File: src/rtl/mmu_skew_feeder.sv
// Input-side feeder for the MMU systolic array: buffers one tile of (data, weight)
// beats, then replays it with per-lane diagonal skew, a zero drain window and a done pulse.
module mmu_skew_feeder #(
    parameter int unsigned depth     = 4,
    parameter int unsigned bit_width = 8,
    parameter int unsigned drain_cyc = 8
) (
    input  logic                         clk,
    input  logic                         reset,
    input  logic                         in_valid,
    output logic                         in_ready,
    input  logic [bit_width*depth-1:0]   in_data,
    input  logic [bit_width*depth-1:0]   in_wt,
    output logic [bit_width*depth-1:0]   data_arr,
    output logic [bit_width*depth-1:0]   wt_arr,
    output logic                         control,
    output logic                         busy,
    output logic                         tile_done
);

    localparam int unsigned VW = bit_width * depth;
    localparam int unsigned BW = (depth > 1) ? $clog2(depth) : 1;
    localparam int unsigned FW = $clog2(2 * depth);
    localparam int unsigned DW = (drain_cyc > 1) ? $clog2(drain_cyc) : 1;

    typedef enum logic [1:0] {
        LOAD  = 2'd0,
        FEED  = 2'd1,
        DRAIN = 2'd2
    } state_t;

    state_t          state_q, state_d;
    logic [BW-1:0]   beat_q, beat_d;
    logic [FW-1:0]   feed_q, feed_d;
    logic [DW-1:0]   drain_q, drain_d;

    logic [VW-1:0]   d_buf_q [depth];
    logic [VW-1:0]   d_buf_d [depth];
    logic [VW-1:0]   w_buf_q [depth];
    logic [VW-1:0]   w_buf_d [depth];

    logic [VW-1:0]   data_arr_q, data_arr_d;
    logic [VW-1:0]   wt_arr_q, wt_arr_d;
    logic            control_q, control_d;
    logic            busy_q, busy_d;
    logic            tile_done_q, tile_done_d;

    // Lane i at feed cycle t carries lane i of beat t-i; out-of-window slots are zero.
    function automatic logic [VW-1:0] skew(input logic [VW-1:0] buf_v [depth],
                                           input int unsigned t);
        logic [VW-1:0] v;
        v = '0;
        for (int unsigned i = 0; i < depth; i++) begin
            if (t >= i && (t - i) < depth) begin
                v[bit_width*i +: bit_width] = buf_v[BW'(t - i)][bit_width*i +: bit_width];
            end
        end
        return v;
    endfunction

    always_comb begin
        state_d     = state_q;
        beat_d      = beat_q;
        feed_d      = feed_q;
        drain_d     = drain_q;
        d_buf_d     = d_buf_q;
        w_buf_d     = w_buf_q;
        data_arr_d  = '0;
        wt_arr_d    = '0;
        control_d   = 1'b0;
        busy_d      = 1'b0;
        tile_done_d = 1'b0;

        case (state_q)
            LOAD: begin
                if (in_valid) begin
                    d_buf_d[beat_q] = in_data;
                    w_buf_d[beat_q] = in_wt;
                    if (beat_q == BW'(depth - 1)) begin
                        // Skew reads the _d buffer so the beat written on this edge is visible at t=0.
                        state_d    = FEED;
                        beat_d     = '0;
                        feed_d     = '0;
                        control_d  = 1'b1;
                        busy_d     = 1'b1;
                        data_arr_d = skew(d_buf_d, 0);
                        wt_arr_d   = skew(w_buf_d, 0);
                    end else begin
                        beat_d = beat_q + 1'b1;
                    end
                end
            end
            FEED: begin
                control_d = 1'b1;
                busy_d    = 1'b1;
                if (feed_q == FW'(2 * depth - 2)) begin
                    state_d     = DRAIN;
                    drain_d     = '0;
                    tile_done_d = (drain_cyc == 1);
                end else begin
                    feed_d     = feed_q + 1'b1;
                    data_arr_d = skew(d_buf_d, int'(feed_q) + 1);
                    wt_arr_d   = skew(w_buf_d, int'(feed_q) + 1);
                end
            end
            DRAIN: begin
                if (drain_q == DW'(drain_cyc - 1)) begin
                    state_d = LOAD;
                    drain_d = '0;
                end else begin
                    drain_d     = drain_q + 1'b1;
                    control_d   = 1'b1;
                    busy_d      = 1'b1;
                    tile_done_d = (drain_q == DW'(drain_cyc - 2));
                end
            end
            default: begin
                state_d = LOAD;
                beat_d  = '0;
                feed_d  = '0;
                drain_d = '0;
            end
        endcase
    end

    always_ff @(posedge clk) begin
        if (reset) begin
            state_q     <= LOAD;
            beat_q      <= '0;
            feed_q      <= '0;
            drain_q     <= '0;
            data_arr_q  <= '0;
            wt_arr_q    <= '0;
            control_q   <= 1'b0;
            busy_q      <= 1'b0;
            tile_done_q <= 1'b0;
        end else begin
            state_q     <= state_d;
            beat_q      <= beat_d;
            feed_q      <= feed_d;
            drain_q     <= drain_d;
            data_arr_q  <= data_arr_d;
            wt_arr_q    <= wt_arr_d;
            control_q   <= control_d;
            busy_q      <= busy_d;
            tile_done_q <= tile_done_d;
        end
    end

    // Tile buffer is always fully rewritten before use, so it carries no reset.
    always_ff @(posedge clk) begin
        d_buf_q <= d_buf_d;
        w_buf_q <= w_buf_d;
    end

    assign in_ready  = (state_q == LOAD) && !reset;
    assign data_arr  = data_arr_q;
    assign wt_arr    = wt_arr_q;
    assign control   = control_q;
    assign busy      = busy_q;
    assign tile_done = tile_done_q;

endmodule
File: config.mk
export PLATFORM = sky130hd
export DESIGN_NAME = mmu_skew_feeder
export DESIGN_NICKNAME = d
export VERILOG_FILES = /design/src/rtl/mmu_skew_feeder.sv
export SDC_FILE = /design/constraint.sdc
export NUM_CORES = 1
export LEC_CHECK = 0
export BUFFER_PORTS_ARGS = -buffer_cell sky130_fd_sc_hd__buf_4
export CAP_MARGIN = 25
export CORE_ASPECT_RATIO = 0.5
export CORE_MARGIN = 4
export CORE_UTILIZATION = 40
export CTS_CLUSTER_DIAMETER = 30
export DETAILED_ROUTE_END_ITERATION = 6
export PLACE_DENSITY_LB_ADDON = 0.3
export SLEW_MARGIN = 40
export SYNTH_ARGS = -nofsm -noshare
export SYNTH_HDL_FRONTEND = slang
export SYNTH_SLANG_ARGS = --single-unit
File: constraint.sdc
create_clock -name clk -period 6.3 [get_ports clk]
set_input_delay 1.575 -clock clk [delete_from_list [all_inputs] [get_ports clk]]
set_output_delay 1.575 -clock clk [all_outputs]
set_load 0.005 [all_outputs]
==> results of run 1 <==
how the worst max path moves through the flow:
stage | depth (start not counted) | slack, ns | endpoint
global placement | 3 | 2.73 | in_ready
detailed placement | 3 | 2.74 | in_ready
CTS | 3 | 2.74 | in_ready
finish | 3 | 2.74 | in_ready
global route | 6 | 2.66 | wt_arr[1]
floorplan | 5 | 1.87 | data_arr[0]
Yosys cell counts (4+ instances only):
library cell  instances
nand2b_1              6
nor2b_4              10
nor3b_2              20
buf_2                14
buf_6                 5
nor3b_1              12
ha_1                 18
mux2_2               16
mux2i_1               4
edfxtp_1            256
dfxtp_1              76
nor2b_1               7
mux4_2               64
buf_4                 4
nor2_1               27
and3_1                4
a22oi_1              16
clkbuf_1              9
inv_1                11
a21oi_1               8
worst max-delay path: stages:
cell and delay [ns]:
buf_4 0.17, nor2b_1 0.12, buf_4 0.12
layout make-up:
type                    count  area [um2]  area share (%)
flip-flops and latches    332        9213           59.76
multi-input cells         252        3094           20.07
repair buffers            144        1114           7.224
clock buffers              46        1107           7.183
well taps                 423       529.3           3.433
clock inverters            29       316.6           2.054
inverters                  11       41.29          0.2679
kinds of logic (layout without fill, tap and decap cells):
logic type               count (synthesis)  count (layout)
flip-flops                             332             332
buffers and inverters                   44             230
multiplexers                            84              84
AO/OA/AOI/OAI                           44              44
AND/OR/NAND/NOR                        105             105
XOR/XNOR                                 1               1
adder cells (fa/ha/maj)                 18              18
state kept, by name, summed over array words and instances, names as in the netlist:
register and cells:
beat_q 2, d_buf_q 128, feed_q 3, data_arr 32
busy 1, drain_q 3, tile_done 1, state_q 2
w_buf_q 128, wt_arr 32
report_power, final:
| part | internal [mW] | leakage [nW] | switching, mW |
|---|---|---|---|
| Combinational | 0.236 | 1.63 | 0.316 |
| Clock | 1.43 | 0.696 | 0.952 |
| Sequential | 2.62 | 2.97 | 0.0612 |
layer usage:
layer	track usage (%)	up-vias	part of all wire (%)
met4	3.701	0	1.4
met1	17.55	3237	42
met2	25.81	122	53
li1	-	2813	-
met5	0	-	0
met3	3.404	30	4.3
metrics by stage:
stage                     area [um2]  total power [mW]  utilization, %  cells
final                          15410             5.620           50.51   1237
after global routing           15410             5.857           50.51   1237
after CTS                      15410             5.695           50.48   1237
after detailed placement       13980             3.292           45.82   1162
after global placement         13920             3.266           45.62   1159
after floorplan                12480             3.060               -    628
==> impl_metrics.csv, run 1 <==
group,metric,value,unit
power_and_ir_drop,power_density,364.6,nW/um2
cts,clk_pin_slew,0.05,ns
sta,tightest_slew,0.8174,ns
sta,hold_viol,0,
sta,setup_slack,2.744,ns
worst_hold_path,whs_path_depth,2,
job,maxCapViolCount,0,
setup_path,ff2ff_path_depth,6,
worst_hold_path,hp-start,"drain_q[2]",
sta,fin_crit_sh,56.45,%
synthesis,synth_warnings,0,
cts,clk_latency,0.53,ns
place,dp_hpwl,14.74,mm
place,dpl_worst_slack,2.744,ns
synthesis,syn_nets,713,
synthesis,yosys.area.top_type,"edfxtp_1",
grt,track_usage,14.35,%
cts,cts_htree_levels,2,
final_layout,num_antenna_cells,0,
final_layout,nFillCells,2519,
synthesis,synth_top_family_by_area,"multiplexers",
grt,grt_pass1_vias,6649,
synthesis,synth_edf_count,256,
cts,cts_hold_buffers,0,
setup_path,crit_fanout,16,
drt,dr.pass1.iters,4,
setup_path,reg2reg_to,"wt_arr[6]",
setup_path,critPathArrivalTime,1.98,ns
cts,cts_tree,"built",
grt,antenna_found_initial,0,
drt,ant_nets,0,
cts,cts_sinks,332,
floorplanning,num_rows,45,
synthesis,yosysTopAreaCellShare,61.59,%
setup_path,start_kind,"input pin",
setup_path,worst_ep_required_time,4.72,ns
sta,rsz0062_at_grt,"false",
sta,finClkSkew,0.02015,ns
sta,finalMaxSlewViolations,0,
final_layout,final_common_cell,"edfxtp_1",
synthesis,muxShareOfSynthArea,13.31,%
synthesis,synthTopCellsByArea,"edfxtp_1 (62%), dfxtp_1 (12%), mux4_2 (12%)",
final_layout,layout_common_cells,"edfxtp_1 (256), buf_4 (142), dfxtp_1 (75)",
floorplanning,die_w,257.8,um
synthesis,syn-cell-area,12480,um2
sta,setup_viol,0,
setup_path,r2r_slack,2.95,ns
synthesis,async_reset_ff_share,0,%
power_and_ir_drop,peakVddDrop,176.8,uV
synthesis,synth_seq_cells,332,
final_layout,areaGrowthSynthToFinish,23.51,%
synthesis,synth_cell_types,47,
drt,vias,6202,
place,gp_congestion,0.7589,
place,io_buffers,134,
cts,cts_resized,0,
setup_path,r2r-start,"feed_q[0]",
sta,fmax,281.2,MHz
floorplanning,die_area,34260,um2
drt,first_iter_violations,320,
floorplanning,coreArea,30520,um2
sta,period_needed,3.556,ns
final_layout,drive_above_1_share,42.14,%
synthesis,synth-compound-area-share,2.607,%
sta,holdWs,0.4787,ns
floorplanning,boundaryPins,135,
worst_hold_path,holdCritPathClass,"flop to flop",
grt,grt_max_degree,50,
grt,grt_overflow,0,
drt,drc,0,
worst_hold_path,min_to,"tile_done",
power_and_ir_drop,p_leak,5.295,nW
cts,post-cts-setup-buffers,0,
cts,clockBufferDepth,3,
synthesis,ys_seq_area_share,73.78,%
synthesis,ys.flop_type,"edfxtp_1",
synthesis,synth_xor_xnor_area_share,0.07018,%
setup_path,endpoint_kind,"output pin",
drt,routedWlPerCell,19.81,um
sta,relSlewSlack,45.51,%
setup_path,startpoint,"reset",
drt,post_drt_via_cell_ratio,5.014,
floorplanning,die_height,132.9,um
floorplanning,initial_utilization,40.90,%
cts,cts_buffers,42,
synthesis,synth_cells,628,
cts,cts_root_buffer,"clkbuf_16",
status,status,"finished clean",
final_layout,nNetsFinal,868,
synthesis,synth-simple-area-share,6.526,%
setup_path,worstSetupPathType,"input pin to output pin",
synthesis,synth-adder-area-share,1.805,%
synthesis,syn_area_per_cell,19.87,um2
grt,grt_pass1_wl,38.27,mm
drt,wl,24.51,mm
sta,fin_setup_tns,0,ns
Note: power is estimated with default switching activity, not from simulation.
==> run 2, diff against run 1 <==
clock period = 3.1 ns   (was 6.3 ns; I/O delays follow)
==> run 2 against run 1 <==
Core utilization up 0.29 points. Routed wire length up 1.7%. Worst hold slack worse by 0.043 ns. Clock power up 110%. Global-route usage up 0.21 points. Non-clock buffer count up 10. Critical path depth up 6. Critical path type is now flop to flop. Critical endpoint is now wt_arr[26]. Highest routed layer unchanged.
==> impl_metrics.csv, run 2 (synthesis gave the netlist of run 1 again) <==
group,metric,value,unit
status,status,"finished clean",
place,gp_congestion,0.7687,
setup_path,ff2ff_path_depth,9,
drt,drc,0,
cts,cts_sinks,332,
sta,setup_viol,0,
final_layout,final_common_cell,"edfxtp_1",
grt,grt_overflow,0,
final_layout,fin_area,15500,um2
final_layout,final_util,50.80,%
final_layout,largestRegisters,"d_buf_q: 128 flops, w_buf_q: 128 flops",
grt,grt.busiest_layer,"met2",
setup_path,crit_end,"wt_arr[26]",
worst_hold_path,holdCritPathClass,"input pin to flop",
drt,dr.pass1.iters,4,
sta,holdWs,0.4358,ns
place,dpl_worst_slack,0.4769,ns
drt,routedWlPerCell,20.00,um
cts,cts_htree_levels,2,
cts,clockBufferDepth,3,
grt,antenna_found_initial,0,
cts,cts_root_buffer,"clkbuf_16",
sta,relSlewSlack,53.58,%
final_layout,multi_input_area,3078,um2
drt,post_drt_via_cell_ratio,4.955,
final_layout,instances_no_fill,1246,
drt,vias,6174,
grt,met3_usage,3.289,%
final_layout,nNetsFinal,876,
sta,fin_setup_tns,0,ns
cts,cts_resized,0,
cts,cts_buffers,40,
job,maxCapViolCount,0,
final_layout,regArea,9213,um2
cts,cts_hold_buffers,0,
final_layout,num_antenna_cells,0,
sta,tightest_slew,0.6963,ns
power_and_ir_drop,power,11.59,mW
final_layout,layout_common_cells,"edfxtp_1 (256), buf_4 (150), dfxtp_1 (75)",
place,placed_area,14060,um2
grt,grt_pass1_wl,38.31,mm
place,io_buffers,134,
power_and_ir_drop,p_leak,5.349,nW
floorplanning,num_rows,45,
grt,gr-usage-met1,18.20,%
cts,clk_pin_slew,0.06,ns
floorplanning,die_height,132.9,um
final_layout,nFillCells,2474,
floorplanning,boundaryPins,135,
grt,grt_pass1_vias,6605,
setup_path,reg2reg_to,"wt_arr[26]",
setup_path,r2r_slack,0.60,ns
floorplanning,initial_utilization,40.90,%
sta,rsz0062_at_grt,"false",
sta,hold_viol,0,
setup_path,worstSetupPathType,"flop to flop",
setup_path,worst_ep_required_time,3.57,ns
setup_path,critPathArrivalTime,2.97,ns
power_and_ir_drop,power_density,747.7,nW/um2
setup_path,r2r-start,"feed_q[1]",
setup_path,crit_fanout,16,
sta,fin_crit_sh,80.80,%
drt,wl,24.91,mm
final_layout,areaGrowthSynthToFinish,24.22,%
floorplanning,coreArea,30520,um2
cts,post-cts-setup-buffers,0,
floorplanning,die_w,257.8,um
cts,clk_latency,0.54,ns
sta,setup_slack,0.5953,ns
grt,grt_max_degree,48,
setup_path,startpoint,"feed_q[1]",
cts,cts_tree,"built",
place,dp_hpwl,15.19,mm
sta,finalMaxSlewViolations,0,
setup_path,endpoint_kind,"flop",
grt,met2_usage,25.62,%
sta,finClkSkew,0.02035,ns
setup_path,start_kind,"flop",
sta,period_needed,2.505,ns
floorplanning,die_area,34260,um2
sta,fmax,399.2,MHz
power_and_ir_drop,peakVddDrop,369.7,uV
grt,track_usage,14.56,%
drt,ant_nets,0,
final_layout,drive_above_1_share,42.28,%
drt,first_iter_violations,412,
place,dp_cells,1172,
run 2: how the worst min path moves through the flow:
stage                     start           end  slack [ns]  cells after the start
floorplan            drain_q[2]     tile_done        0.43                      2
global placement     drain_q[2]     tile_done        0.47                      2
detailed placement   drain_q[2]     tile_done        0.47                      2
CTS                 in_data[27]   d_buf_q[91]        0.41                      1
global route        in_data[26]  d_buf_q[122]        0.41                      1
finish              in_data[26]   d_buf_q[58]        0.44                      1
run 2: routing by layer:
layer	part of all wire, %	routed length, um
met5	0	0
met3	4.7	1160
met1	41	10240
met2	52	12960
met4	2.2	547
run 2: worst max-delay path: stages (launching register included):
cell and delay [ns]:
dfxtp_1 0.43, inv_1 0.16, ha_4 0.30, buf_4 0.25, ha_1 0.25, nand2b_1 0.07, o221a_1 0.25, a211o_1 0.22
buf_4 0.26, and2b_1 0.23
run 2: layout make-up:
cell class	instances	area share, %
clock inverter	30	2.429
clock buffer	44	6.892
multi-input combinational	252	19.85
tap	423	3.414
timing repair buffer	154	7.723
sequential	332	59.42
inverter	11	0.2663
run 2: report_power, final:
| part | switching [mW] | internal, mW |
|---|---|---|
| Clock | 1.93 | 3.06 |
| Combinational | 0.664 | 0.506 |
| Sequential | 0.115 | 5.32 |
==> run 3, diff against run 2 <==
clock period = 2.6 ns   (was 3.1 ns; I/O delays follow)
==> run 3 against run 2 <==
Highest routed layer unchanged. Critical path depth is 1 lower. Design area grew 0.27%. Largest cell class unchanged. First-iteration DRC count decreased by 12%. Clock power increased by 14%. Via count up 0.76%.
==> impl_metrics.csv, run 3 (synthesis gave the netlist of run 1 again) <==
group,metric,value,unit
status,status,"finished clean",
setup_path,crit_fanout,16,
final_layout,layout_common_cells,"edfxtp_1 (256), buf_4 (151), dfxtp_1 (75)",
cts,clockBufferDepth,3,
sta,fin_setup_tns,0,ns
grt,track_usage,14.47,%
sta,rsz0062_at_grt,"false",
place,placed_area,14140,um2
power_and_ir_drop,power_density,874.4,nW/um2
final_layout,drive_above_1_share,42.22,%
cts,cts_sinks,332,
floorplanning,die_w,257.8,um
final_layout,final_common_cell,"edfxtp_1",
sta,fmax,412.5,MHz
setup_path,r2r_slack,0.18,ns
drt,wl,24.89,mm
sta,fin_crit_sh,93.25,%
drt,ant_nets,0,
grt,antenna_found_initial,0,
setup_path,reg2reg_to,"wt_arr[19]",
floorplanning,coreArea,30520,um2
setup_path,worstSetupPathType,"flop to flop",
final_layout,final_util,50.94,%
place,dp_hpwl,14.89,mm
cts,cts_hold_buffers,0,
setup_path,start_kind,"flop",
job,maxCapViolCount,0,
cts,clk_pin_slew,0.06,ns
worst_hold_path,min_to,"d_buf_q[16]",
final_layout,areaGrowthSynthToFinish,24.56,%
setup_path,worst_ep_required_time,3.05,ns
grt,grt_overflow,0,
sta,holdWs,0.3181,ns
final_layout,largestRegisters,"d_buf_q: 128 flops, w_buf_q: 128 flops",
drt,vias,6221,
setup_path,endpoint_kind,"flop",
grt,grt_pass1_vias,6574,
cts,clk_latency,0.53,ns
place,io_buffers,134,
drt,post_drt_via_cell_ratio,4.969,
sta,finClkSkew,0.01693,ns
cts,cts_root_buffer,"clkbuf_16",
setup_path,ff2ff_path_depth,8,
worst_hold_path,holdCritPathClass,"input pin to flop",
setup_path,critPathArrivalTime,2.87,ns
drt,routedWlPerCell,19.88,um
floorplanning,boundaryPins,135,
sta,period_needed,2.424,ns
sta,tightest_slew,0.5627,ns
cts,cts_htree_levels,2,
setup_path,r2r-start,"feed_q[1]",
final_layout,nNetsFinal,882,
drt,first_iter_violations,362,
sta,finalMaxSlewViolations,0,
sta,setup_slack,0.1755,ns
power_and_ir_drop,p_leak,5.358,nW
drt,dr.pass1.iters,4,
place,gp_congestion,0.7842,
sta,relSlewSlack,62.48,%
floorplanning,num_rows,45,
final_layout,num_antenna_cells,0,
grt,grt_max_degree,49,
sta,setup_viol,0,
floorplanning,die_area,34260,um2
floorplanning,die_height,132.9,um
worst_hold_path,hp-start,"in_data[16]",
power_and_ir_drop,peakVddDrop,373.6,uV
drt,drc,0,
place,dpl_worst_slack,0.06516,ns
cts,cts_tree,"built",
cts,cts_buffers,41,
setup_path,startpoint,"feed_q[1]",
final_layout,fin_area,15550,um2
sta,hold_viol,0,
floorplanning,initial_utilization,40.90,%
grt,grt_pass1_wl,38.72,mm
worst_hold_path,whs_path_depth,1,
run 3: area by class of cell:
| cell class | instances | area [um2] |
|---|---|---|
| fillers | 2466 | 14970 |
| flip-flops and latches | 332 | 9213 |
| multi-input cells | 252 | 3075 |
| repair buffers | 159 | 1294 |
| clock buffers | 52 | 1139 |
| well taps | 423 | 529.3 |
| clock inverters | 23 | 255.2 |
| inverters | 11 | 41.29 |
run 3: what timing repair did:
action	CTS	global route
setup buffers	0	2
endpoints found under the setup margin	0	6
hold endpoints to repair	0	0
resized for setup	0	0
run 3: worst max-delay path, stage by stage (launching register included):
cell and delay (ns):
dfxtp_1 0.46, ha_1 0.37, xnor2_1 0.19, ha_1 0.26
ha_1 0.28, nand2b_1 0.05, a221o_1 0.28, buf_4 0.22
nor3b_1 0.22
run 3: how the worst max path moves through the flow:
stage                   end  slack (ns)  depth (start not counted)
2_1_floorplan  data_arr[16]        0.01                         14
6_report         wt_arr[19]        0.18                          8
5_1_grt          wt_arr[17]        0.02                          8
3_5_place_dp     wt_arr[19]        0.07                          9
3_3_place_gp     wt_arr[20]        0.22                          9
4_1_cts          wt_arr[19]        0.07                          9
run 3: through the flow:
step / power, mW / instances
after global routing: 14.15 / 1252
after global placement: 7.997 / 1175
final: 13.59 / 1252
after detailed placement: 8.037 / 1175
after CTS: 13.77 / 1250
after floorplan: 7.405 / 628
run 3: layer usage:
layer,global-route usage [%],up-vias,part of all wire (%)
li1,-,2836,-
met1,18.82,3247,43
met2,24.81,106,51
met3,3.328,32,4.1
met4,3.792,0,1.4
met5,0,-,0
run 3: where the power goes:
group          switching [mW]  internal [mW]  leakage [nW]
Sequential              0.136           6.34          2.97
Clock                    2.17           3.52         0.670
Combinational           0.791          0.629          1.72
Total                    3.10           10.5          5.36
